$ cat src/rtl/alu_exec_unit.sv
// alu_exec_unit: RV32IM-style execute unit with a 2-cycle multiplier and a
// 1-bit-per-cycle restoring divider behind a valid/ready handshake.
// Ports: clk, rst (sync, active-high), in_valid/in_ready, operand1/operand2,
//   opcode/funct3/funct7, in_tag, flush, out_valid/out_ready,
//   out_result, out_tag, out_zero (out_result == 0).
module alu_exec_unit #(
    parameter int DATA_WIDTH = 32,
    parameter int TAG_WIDTH  = 6
) (
    input  logic                  clk,
    input  logic                  rst,
    input  logic                  in_valid,
    output logic                  in_ready,
    input  logic [DATA_WIDTH-1:0] operand1,
    input  logic [DATA_WIDTH-1:0] operand2,
    input  logic [6:0]            opcode,
    input  logic [2:0]            funct3,
    input  logic [6:0]            funct7,
    input  logic [TAG_WIDTH-1:0]  in_tag,
    input  logic                  flush,
    output logic                  out_valid,
    input  logic                  out_ready,
    output logic [DATA_WIDTH-1:0] out_result,
    output logic [TAG_WIDTH-1:0]  out_tag,
    output logic                  out_zero
);
    localparam int W   = DATA_WIDTH;
    localparam int SHW = $clog2(W);
    localparam int CW  = $clog2(W) + 1;

    typedef enum logic [1:0] {IDLE, MUL, DIV, DONE} state_e;

    typedef enum logic [4:0] {
        OP_ADD, OP_SUB, OP_SLL, OP_SLT, OP_SLTU, OP_XOR,
        OP_SRL, OP_SRA, OP_OR, OP_AND,
        OP_MUL, OP_MULH, OP_MULHSU, OP_MULHU,
        OP_DIV, OP_DIVU, OP_REM, OP_REMU
    } op_e;

    state_e         state_q;
    logic [2*W-1:0] prod_q;
    logic           mul_hi_q;
    logic [W-1:0]   rem_q, quo_q, dvs_q;
    logic [CW-1:0]  cnt_q;
    logic           qneg_q, rneg_q, isrem_q;
    logic           out_valid_q, out_zero_q;
    logic [W-1:0]   out_result_q;
    logic [TAG_WIDTH-1:0] out_tag_q;

    op_e op_d;

    // Instruction decode
    always_comb begin
        op_d = OP_ADD;
        if (opcode == 7'b0110011) begin
            if (funct7 == 7'h01) begin
                case (funct3)
                    3'd0: op_d = OP_MUL;
                    3'd1: op_d = OP_MULH;
                    3'd2: op_d = OP_MULHSU;
                    3'd3: op_d = OP_MULHU;
                    3'd4: op_d = OP_DIV;
                    3'd5: op_d = OP_DIVU;
                    3'd6: op_d = OP_REM;
                    3'd7: op_d = OP_REMU;
                endcase
            end else if (funct7 == 7'h00 || funct7 == 7'h20) begin
                case (funct3)
                    3'd0: op_d = (funct7 == 7'h20) ? OP_SUB : OP_ADD;
                    3'd1: op_d = OP_SLL;
                    3'd2: op_d = OP_SLT;
                    3'd3: op_d = OP_SLTU;
                    3'd4: op_d = OP_XOR;
                    3'd5: op_d = (funct7 == 7'h20) ? OP_SRA : OP_SRL;
                    3'd6: op_d = OP_OR;
                    3'd7: op_d = OP_AND;
                endcase
            end
        end else if (opcode == 7'b0010011) begin
            case (funct3)
                3'd0: op_d = OP_ADD;
                3'd1: op_d = OP_SLL;
                3'd2: op_d = OP_SLT;
                3'd3: op_d = OP_SLTU;
                3'd4: op_d = OP_XOR;
                3'd5: op_d = operand2[10] ? OP_SRA : OP_SRL;
                3'd6: op_d = OP_OR;
                3'd7: op_d = OP_AND;
            endcase
        end
    end

    // Single-cycle ALU
    logic [SHW-1:0] shamt;
    logic [W-1:0]   alu_res_d;
    assign shamt = operand2[SHW-1:0];

    always_comb begin
        case (op_d)
            OP_SUB:  alu_res_d = operand1 - operand2;
            OP_SLL:  alu_res_d = operand1 << shamt;
            OP_SLT:  alu_res_d = {{(W-1){1'b0}},
                                  $signed(operand1) < $signed(operand2)};
            OP_SLTU: alu_res_d = {{(W-1){1'b0}}, operand1 < operand2};
            OP_XOR:  alu_res_d = operand1 ^ operand2;
            OP_SRL:  alu_res_d = operand1 >> shamt;
            OP_SRA:  alu_res_d = $signed(operand1) >>> shamt;
            OP_OR:   alu_res_d = operand1 | operand2;
            OP_AND:  alu_res_d = operand1 & operand2;
            default: alu_res_d = operand1 + operand2;
        endcase
    end

    // Multiplier: sign-extend to 2W so one unsigned multiply covers all forms
    logic           mul_op, a_sx, b_sx;
    logic [2*W-1:0] ma_d, mb_d, prod_d;
    assign mul_op = op_d inside {OP_MUL, OP_MULH, OP_MULHSU, OP_MULHU};
    assign a_sx   = (op_d == OP_MULH || op_d == OP_MULHSU) && operand1[W-1];
    assign b_sx   = (op_d == OP_MULH) && operand2[W-1];
    assign ma_d   = {{W{a_sx}}, operand1};
    assign mb_d   = {{W{b_sx}}, operand2};
    assign prod_d = ma_d * mb_d;

    // Divider setup and special cases
    logic         div_op, rem_op, sdiv_op, dz, ovf, a_neg, b_neg;
    logic [W-1:0] a_mag, b_mag, spec_res;
    assign div_op  = op_d inside {OP_DIV, OP_DIVU, OP_REM, OP_REMU};
    assign rem_op  = (op_d == OP_REM) || (op_d == OP_REMU);
    assign sdiv_op = (op_d == OP_DIV) || (op_d == OP_REM);
    assign dz      = (operand2 == '0);
    assign ovf     = sdiv_op && (operand1 == {1'b1, {(W-1){1'b0}}})
                     && (&operand2);
    assign a_neg   = sdiv_op && operand1[W-1];
    assign b_neg   = sdiv_op && operand2[W-1];
    assign a_mag   = a_neg ? -operand1 : operand1;
    assign b_mag   = b_neg ? -operand2 : operand2;
    assign spec_res = dz ? (rem_op ? operand1 : '1)
                         : (rem_op ? '0 : operand1);

    // One restoring step; a negative trial keeps the shifted remainder
    logic [W:0]   trial_d;
    logic [W-1:0] rem_d, quo_d, q_fix, r_fix, div_res_d;
    assign trial_d   = {rem_q, quo_q[W-1]} - {1'b0, dvs_q};
    assign rem_d     = trial_d[W] ? {rem_q[W-2:0], quo_q[W-1]}
                                  : trial_d[W-1:0];
    assign quo_d     = {quo_q[W-2:0], ~trial_d[W]};
    assign q_fix     = qneg_q ? -quo_d : quo_d;
    assign r_fix     = rneg_q ? -rem_d : rem_d;
    assign div_res_d = isrem_q ? r_fix : q_fix;

    logic [W-1:0] mul_res_d;
    assign mul_res_d = mul_hi_q ? prod_q[2*W-1:W] : prod_q[W-1:0];

    always_ff @(posedge clk) begin
        if (rst) begin
            state_q      <= IDLE;
            prod_q       <= '0;
            mul_hi_q     <= 1'b0;
            rem_q        <= '0;
            quo_q        <= '0;
            dvs_q        <= '0;
            cnt_q        <= '0;
            qneg_q       <= 1'b0;
            rneg_q       <= 1'b0;
            isrem_q      <= 1'b0;
            out_valid_q  <= 1'b0;
            out_result_q <= '0;
            out_tag_q    <= '0;
            out_zero_q   <= 1'b0;
        end else if (flush) begin
            state_q     <= IDLE;
            out_valid_q <= 1'b0;
            cnt_q       <= '0;
        end else begin
            case (state_q)
                IDLE: if (in_valid) begin
                    out_tag_q <= in_tag;
                    if (div_op && (dz || ovf)) begin
                        state_q      <= DONE;
                        out_valid_q  <= 1'b1;
                        out_result_q <= spec_res;
                        out_zero_q   <= (spec_res == '0);
                    end else if (div_op) begin
                        state_q <= DIV;
                        rem_q   <= '0;
                        quo_q   <= a_mag;
                        dvs_q   <= b_mag;
                        cnt_q   <= CW'(W);
                        qneg_q  <= a_neg ^ b_neg;
                        rneg_q  <= a_neg;
                        isrem_q <= rem_op;
                    end else if (mul_op) begin
                        state_q  <= MUL;
                        prod_q   <= prod_d;
                        mul_hi_q <= (op_d != OP_MUL);
                    end else begin
                        state_q      <= DONE;
                        out_valid_q  <= 1'b1;
                        out_result_q <= alu_res_d;
                        out_zero_q   <= (alu_res_d == '0);
                    end
                end
                MUL: begin
                    state_q      <= DONE;
                    out_valid_q  <= 1'b1;
                    out_result_q <= mul_res_d;
                    out_zero_q   <= (mul_res_d == '0);
                end
                DIV: begin
                    rem_q <= rem_d;
                    quo_q <= quo_d;
                    cnt_q <= cnt_q - CW'(1);
                    if (cnt_q == CW'(1)) begin
                        state_q      <= DONE;
                        out_valid_q  <= 1'b1;
                        out_result_q <= div_res_d;
                        out_zero_q   <= (div_res_d == '0);
                    end
                end
                DONE: if (out_ready) begin
                    state_q     <= IDLE;
                    out_valid_q <= 1'b0;
                end
                default: state_q <= IDLE;
            endcase
        end
    end

    assign in_ready   = (state_q == IDLE) && !flush && !rst;
    assign out_valid  = out_valid_q;
    assign out_result = out_result_q;
    assign out_tag    = out_tag_q;
    assign out_zero   = out_zero_q;
endmodule

$ cat config.mk
export PLATFORM = sky130hd
export DESIGN_NAME = alu_exec_unit
export DESIGN_NICKNAME = d
export VERILOG_FILES = /design/src/rtl/alu_exec_unit.sv
export SDC_FILE = /design/constraint.sdc
export NUM_CORES = 2
export LEC_CHECK = 0
export ABC_AREA = 1
export CAP_MARGIN = 20
export CORE_MARGIN = 2
export CORE_UTILIZATION = 25
export CTS_BUF_LIST = sky130_fd_sc_hd__clkbuf_8
export CTS_CLUSTER_DIAMETER = 60
export DETAILED_ROUTE_END_ITERATION = 8
export MAX_ROUTING_LAYER = met4
export PLACE_DENSITY = 0.51
export SLEW_MARGIN = 25
export SYNTH_ARGS = -nofsm -noshare
export SYNTH_HDL_FRONTEND = slang
export SYNTH_SLANG_ARGS = --single-unit
$ cat constraint.sdc
create_clock -name clk -period 18.76 [get_ports clk]
set_clock_uncertainty 0.1 [all_clocks]
set_input_delay 2.814 -clock clk [delete_from_list [all_inputs] [get_ports clk]]
set_output_delay 2.814 -clock clk [all_outputs]
set_load 0.01 [all_outputs]
==> flow_summary.json <==
{
  "outcome": "complete, no violations",
  "cts_max_path_buffers": 3,
  "post-place-cells": 12200,
  "cp.arrival_ns": 14.65,
  "synth_seq_cells": 212,
  "synth_cells": 9040,
  "fin_cells": 12300,
  "final_antenna_net_count": 0,
  "relSlewSlack": 0.201,
  "reg2reg_slack_ns": 12.00,
  "numCtsBuffers": 46,
  "synthArstFlopShare": 0,
  "grt_max_degree": 73,
  "dieWidth_um": 508,
  "hold_buffers": 0,
  "synth_nets": 10600,
  "max_freq_ghz": 0.0702,
  "overflow": 0,
  "num_vias": 59800,
  "drt_iter0_markers": 5832,
  "antenna_found_initial": 23,
  "synthTopCellsByArea": "fa_1 (36%), nand2_1 (13%), inv_1 (12%), ha_1 (7.0%), dfxtp_1 (6.7%)",
  "dpl.hpwl_um": 231000,
  "area_growth_pct": 8.52,
  "fp.dieH_um": 508,
  "post-route-min-period_ns": 14.24,
  "synth.avg_cell_area_um2": 7.03,
  "grt_pass1_vias": 59600,
  "pre_cts_ws_ns": 4.05,
  "cts.sinks": 212,
  "nNetsFinal": 10500,
  "clock_latency_ns": 0.71,
  "ys_seq_area_frac": 0.0668,
  "finalSetupViolations": 0,
  "clkTransAtPathRegs_ns": 0.06,
  "worstMarginPinSlew_ns": 1.16,
  "post_cts_buffers": 0,
  "drv_slew": 0,
  "synth_warnings": 0,
  "yosys.area.top_type": "fa_1",
  "fillers": 28300,
  "critPathMaxStageDelay_ns": 0.94,
  "synth_flop_cell": "dfxtp_1",
  "critPathTopFamily": "adder cells",
  "cts_tree": "yes",
  "crit_fanout": 15,
  "final-hold-violation-count": 0,
  "routed_via_density": 4.86,
  "track_usage": 0.227,
  "routedWlPerCell_um": 23.2,
  "endpoint_kind": "register",
  "hp-class": "register to register",
  "multiInputGateArea_um2": 50000,
  "path_buf_inv": 13,
  "worst_slack_ns": 4.52,
  "tns_ns": 0,
  "first_pass_iters": 6,
  "worst_path_max_delay_cell": "fa_1",
  "drive_above_1_share": 0.0485,
  "cp-start-kind": "primary input",
  "grt_pass1_wl_um": 419000,
  "yosysTopAreaCellShare": 0.355,
  "coreArea_um2": 253000,
  "min_period_over_period": 0.759,
  "die_area_um2": 258000,
  "max-cap-violations": 0,
  "ctsResizeCount": 0,
  "cp_data_required_time_ns": 19.18,
  "holdWs_ns": 0.363,
  "drc": 0,
  "rsz0062_at_grt": "no",
  "synth.distinct_cells": 68,
  "synth-edff-count": 0,
  "gp_congestion": 1.04,
  "start_util": 0.251,
  "regArea_um2": 4240,
  "routed_wl_um": 285000,
  "port_buffers": 132,
  "io-pin-count": 133,
  "cts_root_buf": "clkbuf_8",
  "fp-row-count": 185,
  "worstSetupPathType": "primary input to register",
  "critical_path.most_common_cell": "inv_1",
  "htreeDepth": 2,
  "syn_area_um2": 63600
}
-- Yosys cell counts, drive strengths merged, types with 72 or more instances --
cell       n
dfxtp    212
clkbuf   304
nand3    306
buf      160
inv     2003
o21ai    560
ha       355
nand2   2248
nor3      75
fa      1128
xor2     118
a31oi     72
nor2     552
a21oi    462
-- layer usage --
layer	vias to the layer above	global-route usage	share of wire
met5	-	-	0
met4	0	0.0915	0.051
met3	426	0.0252	0.067
met2	2307	0.350	0.45
met1	30000	0.301	0.44
li1	27000	-	-
-- placed cells by master (no fill, tap or decap), types with 39 or more instances in the layout --
master and instances:
nand2_1 2214, inv_1 1977, fa_1 1128, nor2_1 527, o21ai_0 517, a21oi_1 459
ha_1 355, nand3_1 296, dfxtp_1 212, buf_4 123, xor2_1 118, a31oi_1 72
nor3_1 67, clkdlybuf4s50_1 67, clkbuf_8 66, nand4_1 65, buf_2 63, o22ai_1 61
xnor2_1 45, or2_2 39
-- worst min-delay path, stage by stage, from the launching register on --
cell	delay, ns
dfxtp_1	0.30
inv_1	0.06
a21oi_1	0.06
-- layout make-up --
type,instances,share of cell area
Antenna cell,12,0.000435
Clock buffer,66,0.0132
Clock inverter,18,0.00225
Inverter,2014,0.110
Multi-Input combinational cell,6350,0.724
Sequential cell,212,0.0615
Tap cell,3366,0.0610
Timing Repair Buffer,253,0.0277
-- sequential cells by signal, summed over array words and instances (netlist names), 2 cells and up --
| name | count |
|---|---|
| quo_q | 32 |
| out_tag | 6 |
| prod_q | 64 |
| state_q | 2 |
| cnt_q | 6 |
| dvs_q | 32 |
| out_result | 32 |
| rem_q | 32 |
-- worst paths after layout --
| check | depth (start not counted) | endpoint | from |
|---|---|---|---|
| max | 38 | prod_q[59] | funct3[1] |
| min | 2 | prod_q[4] | prod_q[4] |
| max reg2reg | 34 | out_zero | quo_q[31] |
| min reg2reg | 2 | prod_q[4] | prod_q[4] |
-- logic make-up (layout without fill, tap and decap cells) --
group                    count (synthesis)  after routing  share of synthesized area
AO/OA/AOI/OAI                         1307           1307                      0.114
XOR/XNOR                               164            164                     0.0226
adder cells (fa/ha/maj)               1483           1483                      0.425
buffers and inverters                 2478           2351                      0.148
flip-flops                             212            212                     0.0668
multiplexers                            28             28                    0.00441
other                                    0             12                          0
AND/OR/NAND/NOR                       3368           3368                      0.220
-- metrics by stage --
step,util,area [µm²]
2_1_floorplan,-,63600
3_3_place_gp,0.268,67900
3_5_place_dp,0.268,67900
4_1_cts,0.272,69000
5_1_grt,0.272,69000
6_report,0.272,69000
Power is left out: the tool's default activity adds up to more than one toggle a clock period on the data nets, which glitch-free logic cannot reach.
